File: src/rtl/mem_arb_pkg.sv
// ---- mem_arb_pkg : shared types for the memory-port arbiter (rev 1.0) ----
`default_nettype none

package mem_arb_pkg;
  localparam int DEF_ADDR_W = 8;
  localparam int DEF_DATA_W = 8;

  typedef enum logic [1:0] {
    IDLE   = 2'd0,
    ACCESS = 2'd1,
    RESP   = 2'd2
  } arb_state_e;

  typedef enum logic {
    OWN_IF = 1'b0,
    OWN_EX = 1'b1
  } owner_e;
endpackage

`default_nettype wire

File: src/rtl/mem_arb_priority.sv
// ---- mem_arb_priority : IF/EX grant select, optional starvation guard (rev 1.0) ----
// ---- MEMARB_STARVE_GUARD_EN enables the EX streak counter ----
`default_nettype none

module mem_arb_priority
  import mem_arb_pkg::*;
#(
  parameter int MAX_DATA_STREAK = 3
) (
  input  logic clock,
  input  logic reset,
  input  logic if_req_i,
  input  logic ex_req_i,
  input  logic grant_stb_i,
  output logic grant_ex_o,
  output logic grant_if_o
);

`ifdef MEMARB_STARVE_GUARD_EN
  localparam int STRK_W = $clog2(MAX_DATA_STREAK + 2);

  logic [STRK_W-1:0] streak_q, streak_d;
  logic              force_if;

  // Streak never passes MAX_DATA_STREAK: once there with fetch waiting, fetch wins.
  assign force_if   = if_req_i && (streak_q == STRK_W'(MAX_DATA_STREAK));
  assign grant_ex_o = ex_req_i & ~force_if;
  assign grant_if_o = if_req_i & (~ex_req_i | force_if);

  always_comb begin
    streak_d = streak_q;
    if (grant_stb_i) begin
      if (grant_ex_o && if_req_i) streak_d = streak_q + 1'b1;
      else                        streak_d = '0;
    end
  end

  always_ff @(posedge clock) begin
    if (reset) streak_q <= '0;
    else       streak_q <= streak_d;
  end
`else
  logic unused_nc;

  assign grant_ex_o = ex_req_i;
  assign grant_if_o = if_req_i & ~ex_req_i;
  assign unused_nc  = &{1'b0, clock, reset, grant_stb_i, (MAX_DATA_STREAK > 0)};
`endif

endmodule

`default_nettype wire

File: src/rtl/mem_port_arbiter.sv
// ---- mem_port_arbiter : shares one memory port between fetch and EX (rev 1.0) ----
// ---- MEMARB_STARVE_GUARD_EN adds the fetch starvation guard ----
`default_nettype none

module mem_port_arbiter
  import mem_arb_pkg::*;
#(
  parameter int ADDR_W          = DEF_ADDR_W,
  parameter int DATA_W          = DEF_DATA_W,
  parameter int MEM_LAT         = 1,
  parameter int MAX_DATA_STREAK = 3
) (
  input  logic              clock,
  input  logic              reset,
  input  logic              if_req,
  input  logic [ADDR_W-1:0] if_addr,
  output logic [DATA_W-1:0] if_rdata,
  output logic              if_ack,
  input  logic              ex_read,
  input  logic              ex_write,
  input  logic [ADDR_W-1:0] ex_addr,
  input  logic [DATA_W-1:0] ex_wdata,
  output logic [DATA_W-1:0] ex_rdata,
  output logic              ex_ack,
  output logic [ADDR_W-1:0] mem_addr,
  output logic [DATA_W-1:0] mem_wdata,
  output logic              mem_re,
  output logic              mem_we,
  input  logic [DATA_W-1:0] mem_rdata,
  output logic              stall_if,
  output logic              stall_ex,
  output logic              busy
);

  localparam int CNT_W = (MEM_LAT > 1) ? $clog2(MEM_LAT) : 1;

  arb_state_e        state_q, state_d;
  logic [CNT_W-1:0]  cnt_q, cnt_d;
  owner_e            owner_q, owner_d;
  logic [ADDR_W-1:0] addr_q, addr_d;
  logic [DATA_W-1:0] wdata_q, wdata_d;
  logic              wr_q, wr_d;
  logic [DATA_W-1:0] if_rdata_q, if_rdata_d;
  logic [DATA_W-1:0] ex_rdata_q, ex_rdata_d;

  logic ex_req, grant_stb, grant_ex, grant_if, last_cyc;

  assign ex_req    = ex_read | ex_write;
  assign grant_stb = (state_q == IDLE) & (if_req | ex_req);
  assign last_cyc  = (cnt_q == CNT_W'(MEM_LAT - 1));

  mem_arb_priority #(
    .MAX_DATA_STREAK (MAX_DATA_STREAK)
  ) u_prio (
    .clock       (clock),
    .reset       (reset),
    .if_req_i    (if_req),
    .ex_req_i    (ex_req),
    .grant_stb_i (grant_stb),
    .grant_ex_o  (grant_ex),
    .grant_if_o  (grant_if)
  );

  always_comb begin
    state_d    = state_q;
    cnt_d      = cnt_q;
    owner_d    = owner_q;
    addr_d     = addr_q;
    wdata_d    = wdata_q;
    wr_d       = wr_q;
    if_rdata_d = if_rdata_q;
    ex_rdata_d = ex_rdata_q;
    case (state_q)
      IDLE: begin
        if (grant_ex) begin
          state_d = ACCESS;
          cnt_d   = '0;
          owner_d = OWN_EX;
          addr_d  = ex_addr;
          wdata_d = ex_wdata;
          wr_d    = ex_write;
        end else if (grant_if) begin
          state_d = ACCESS;
          cnt_d   = '0;
          owner_d = OWN_IF;
          addr_d  = if_addr;
          wdata_d = '0;
          wr_d    = 1'b0;
        end
      end
      ACCESS: begin
        if (last_cyc) begin
          state_d = RESP;
          cnt_d   = '0;
          if (!wr_q) begin
            if (owner_q == OWN_EX) ex_rdata_d = mem_rdata;
            else                   if_rdata_d = mem_rdata;
          end
        end else begin
          cnt_d = cnt_q + 1'b1;
        end
      end
      RESP:    state_d = IDLE;
      default: state_d = IDLE;
    endcase
  end

  always_ff @(posedge clock) begin
    if (reset) begin
      state_q    <= IDLE;
      cnt_q      <= '0;
      owner_q    <= OWN_IF;
      addr_q     <= '0;
      wdata_q    <= '0;
      wr_q       <= 1'b0;
      if_rdata_q <= '0;
      ex_rdata_q <= '0;
    end else begin
      state_q    <= state_d;
      cnt_q      <= cnt_d;
      owner_q    <= owner_d;
      addr_q     <= addr_d;
      wdata_q    <= wdata_d;
      wr_q       <= wr_d;
      if_rdata_q <= if_rdata_d;
      ex_rdata_q <= ex_rdata_d;
    end
  end

  assign mem_addr  = addr_q;
  assign mem_wdata = wdata_q;
  assign mem_re    = (state_q == ACCESS) & ~wr_q;
  assign mem_we    = (state_q == ACCESS) &  wr_q;
  assign if_ack    = (state_q == RESP) & (owner_q == OWN_IF);
  assign ex_ack    = (state_q == RESP) & (owner_q == OWN_EX);
  assign if_rdata  = if_rdata_q;
  assign ex_rdata  = ex_rdata_q;
  // Stalls are gated by reset so a frozen pipeline cannot outlive a reset.
  assign stall_if  = ~reset & if_req & ~if_ack;
  assign stall_ex  = ~reset & ex_req & ~ex_ack;
  assign busy      = (state_q != IDLE);

endmodule

`default_nettype wire

File: config.mk
export PLATFORM = sky130hd
export DESIGN_NAME = mem_port_arbiter
export DESIGN_NICKNAME = d
export VERILOG_FILES = /design/src/rtl/mem_arb_pkg.sv /design/src/rtl/mem_arb_priority.sv /design/src/rtl/mem_port_arbiter.sv
export SDC_FILE = /design/constraint.sdc
export NUM_CORES = 1
export LEC_CHECK = 0
export CAP_MARGIN = 15
export CORE_ASPECT_RATIO = 1.25
export CORE_MARGIN = 2
export CORE_UTILIZATION = 30
export CTS_CLUSTER_DIAMETER = 100
export DETAILED_ROUTE_END_ITERATION = 8
export SETUP_SLACK_MARGIN = 0.5
export SYNTH_ARGS = -nofsm -noshare
export SYNTH_HDL_FRONTEND = slang
export SYNTH_SLANG_ARGS = --single-unit
File: constraint.sdc
create_clock -name clock -period 3.3 [get_ports clock]
set_clock_uncertainty 0.05 [all_clocks]
set_input_delay 0.99 -clock clock [delete_from_list [all_inputs] [get_ports clock]]
set_output_delay 0.99 -clock clock [all_outputs]
set_load 0.01 [all_outputs]
==> results.toml <==
[outcome]
status = "finished clean"

[floorplan]
coreArea_sq_um = 4660
die-area_sq_um = 5340
fp-row-count = 28
start_util = 0.307
ios = 76
dieHeight_um = 81.2
die_w_um = 65.8

[final_layout]
fillerInstances = 449
mostFrequentLayoutCell = "clkdlybuf4s50_1"
nNetsFinal = 267
multi_input_area_sq_um = 651
syn2layout_area_growth_pct = 67.5
regArea_sq_um = 721
diodes = 0
layout_common_cells = "69 x clkdlybuf4s50_1, 36 x dfxtp_1, 24 x nand2_1, 17 x a21oi_1, 11 x nor2_1"
finalInstanceArea_sq_um = 2400
layout-drive-gt1-share = 0.108

[power_and_ir_drop]
p_per_area_nw_per_um2 = 528
power_leakage_nw = 0.880
power.total_mw = 1.27
peakVddDrop_mv = 0.231
net-switching-power_mw = 0.284
p_int_mw = 0.982
clkPwrFrac = 0.423
switching_share = 0.224
combPwrFrac = 0.188
pwr-share-seq = 0.389

[route]
wl_mm = 3.81
first_iter_violations = 43
via_count = 1364
vias_per_cell = 4.69
drc = 0
dr.pass1.iters = 4
wire_per_inst_um = 13.1
postRouteAntennaNets = 0

[placed_design]
gp_congestion = 0.714
port_buffers = 75
dp_slack_ns = 0.00942
dp_hpwl_mm = 2.76
placedInstanceArea_sq_um = 2250

[yosys]
synth.distinct_cells = 28
synth-seq-cells = 36
synthCells = 153
synth_xor_area_frac = 0
synthAdderAreaFrac = 0
syn_avg_cell_area_sq_um = 9.36
synth_largest_area_cell = "dfxtp_1"
yosys_warnings = 0
seq_area_frac_synth = 0.503
synth_top_family_by_area = "compound AO/OA/AOI/OAI gates"
syn-cell-area_sq_um = 1430
muxShareOfSynthArea = 0.0559
synthSimpleGateAreaFrac = 0.178
synth_fp_nets = 190
synth_compound_area_frac = 0.215
synth_top_area_share = 0.503
synth_area_leaders = "dfxtp_1 50%, nand2_1 6.3%, a21oi_1 5.9%"

[cts]
cts.htree.levels = 2
clkTransAtPathRegs_ns = 0.07
cts_sinks = 36
cts_made_buffers = 5
cts_max_path_buffers = 2
clockRootBuffer = "clkbuf_8"
cts_tree = "yes"
clkLatencyLatePin_ns = 0.28
postCtsHoldBufs = 0

[min_path]
min_path_type = "flop to flop"
hold_path_depth = 2

[timing]
fin_crit_sh = 0.815
fin_setup_tns_ns = 0
final_max_slew_viol_count = 0
fin_crit_ns = 2.69
rsz0062_at_grt = "no"
worst_slack_ns = 0.611
hold_violations = 0
worst_pin_slew_ns = 0.587
fmax_ghz = 0.372
max-slew-margin-rel = 0.606
setup-violations-final = 0

[global_route]
grt_first_pass_wirelength_mm = 5.96
grt_max_degree = 22
first_global_vias = 1237
antenna_found_initial = 0
grtUsageTotal = 0.147
grt_overflow = 0

[critical_path]
cp-end-kind = "output pin"
path_class = "flop to output pin"
cp-start-kind = "flop"
worstPathArrival_ns = 1.65
reg2reg_depth = 4
timing.critical_path.fanout_max = 12
worstPathRequired_ns = 2.26

[run]
drv_cap = 0
[final cells by class]
class,instances,area share
inverter,3,0.00470
clock buffer,5,0.0287
timing repair buffer,81,0.326
sequential,36,0.301
multi-input combinational,103,0.271
clock inverter,3,0.0376
tap,60,0.0313
[critical path, stage by stage (launching register included)]
cell and delay, ns:
dfxtp_1 0.40, nor2_4 0.34, inv_2 0.10, clkdlybuf4s50_1 0.52
[repair_timing]
action,4_1_cts,5_1_grt
pin swaps,0,0
setup endpoints to repair,2,1
buffers inserted,0,0
gates resized for setup,14,1
[routing by layer]
metal | routed length, um | global-route usage
met5 | 0 | 0
met4 | 55 | 0.0563
met3 | 345 | 0.0512
met2 | 1650 | 0.228
met1 | 1760 | 0.187
[cells in the mapped netlist]
cell type and n:
a21oi_4 1, nor3b_1 1, a21oi_1 17, nand2b_1 1, nor4b_4 1, o21ai_0 10
nand3b_1 1, or3_1 1, nor2_4 1, and4bb_1 1, dfxtp_1 36, nor3_2 1
o31ai_1 1, nand2_1 24, buf_2 3, mux2i_1 8, a22o_1 8, inv_2 1
buf_4 3, inv_1 2, a21oi_2 1, clkbuf_1 5, nor3_1 2, nor2b_1 1
and3b_1 1, or4b_1 1, nor2_1 12, a311oi_1 8
[path summary, 6_finish.rpt]
| path | startpoint | endpoint | slack, ns |
|---|---|---|---|
| hold / removal | if_rdata[4] | if_rdata[4] | 0.40 |
| setup reg to reg | state_q[1] | mem_wdata[5] | 1.62 |
| setup / recovery | state_q[1] | busy | 0.61 |
| hold reg to reg | if_rdata[4] | if_rdata[4] | 0.40 |
[state kept, by name (all words and copies together) (netlist names)]
| name | cells |
|---|---|
| mem_wdata | 8 |
| state_q | 2 |
| ex_rdata | 8 |
| owner_q | 1 |
| mem_addr | 8 |
| wr_q | 1 |
| if_rdata | 8 |
[power groups by stage]
stage / sequential, mW / clock [mW] / combinational (mW)
2_1_floorplan: 0.514 / 0 / 0.0933
3_3_place_gp: 0.502 / 0 / 0.241
3_5_place_dp: 0.502 / 0 / 0.243
4_1_cts: 0.492 / 0.551 / 0.241
5_1_grt: 0.497 / 0.568 / 0.260
6_report: 0.493 / 0.535 / 0.238
[per-stage QoR]
step	std cells	hold WS, ns	util
2_1_floorplan	153	0.431	-
3_3_place_gp	283	0.393	0.482
3_5_place_dp	283	0.396	0.482
4_1_cts	291	0.407	0.513
5_1_grt	291	0.417	0.515
6_report	291	0.405	0.515
[logic make-up (layout without fill, tap and decap cells)]
kind of cell	Yosys count	in the layout
and+or+nand+nor	49	49
DFF	36	36
muxes	8	8
AOI/OAI and AO/OA	46	46
buffers and inverters	14	92
No activity file was read; power rests on OpenSTA's default activity.
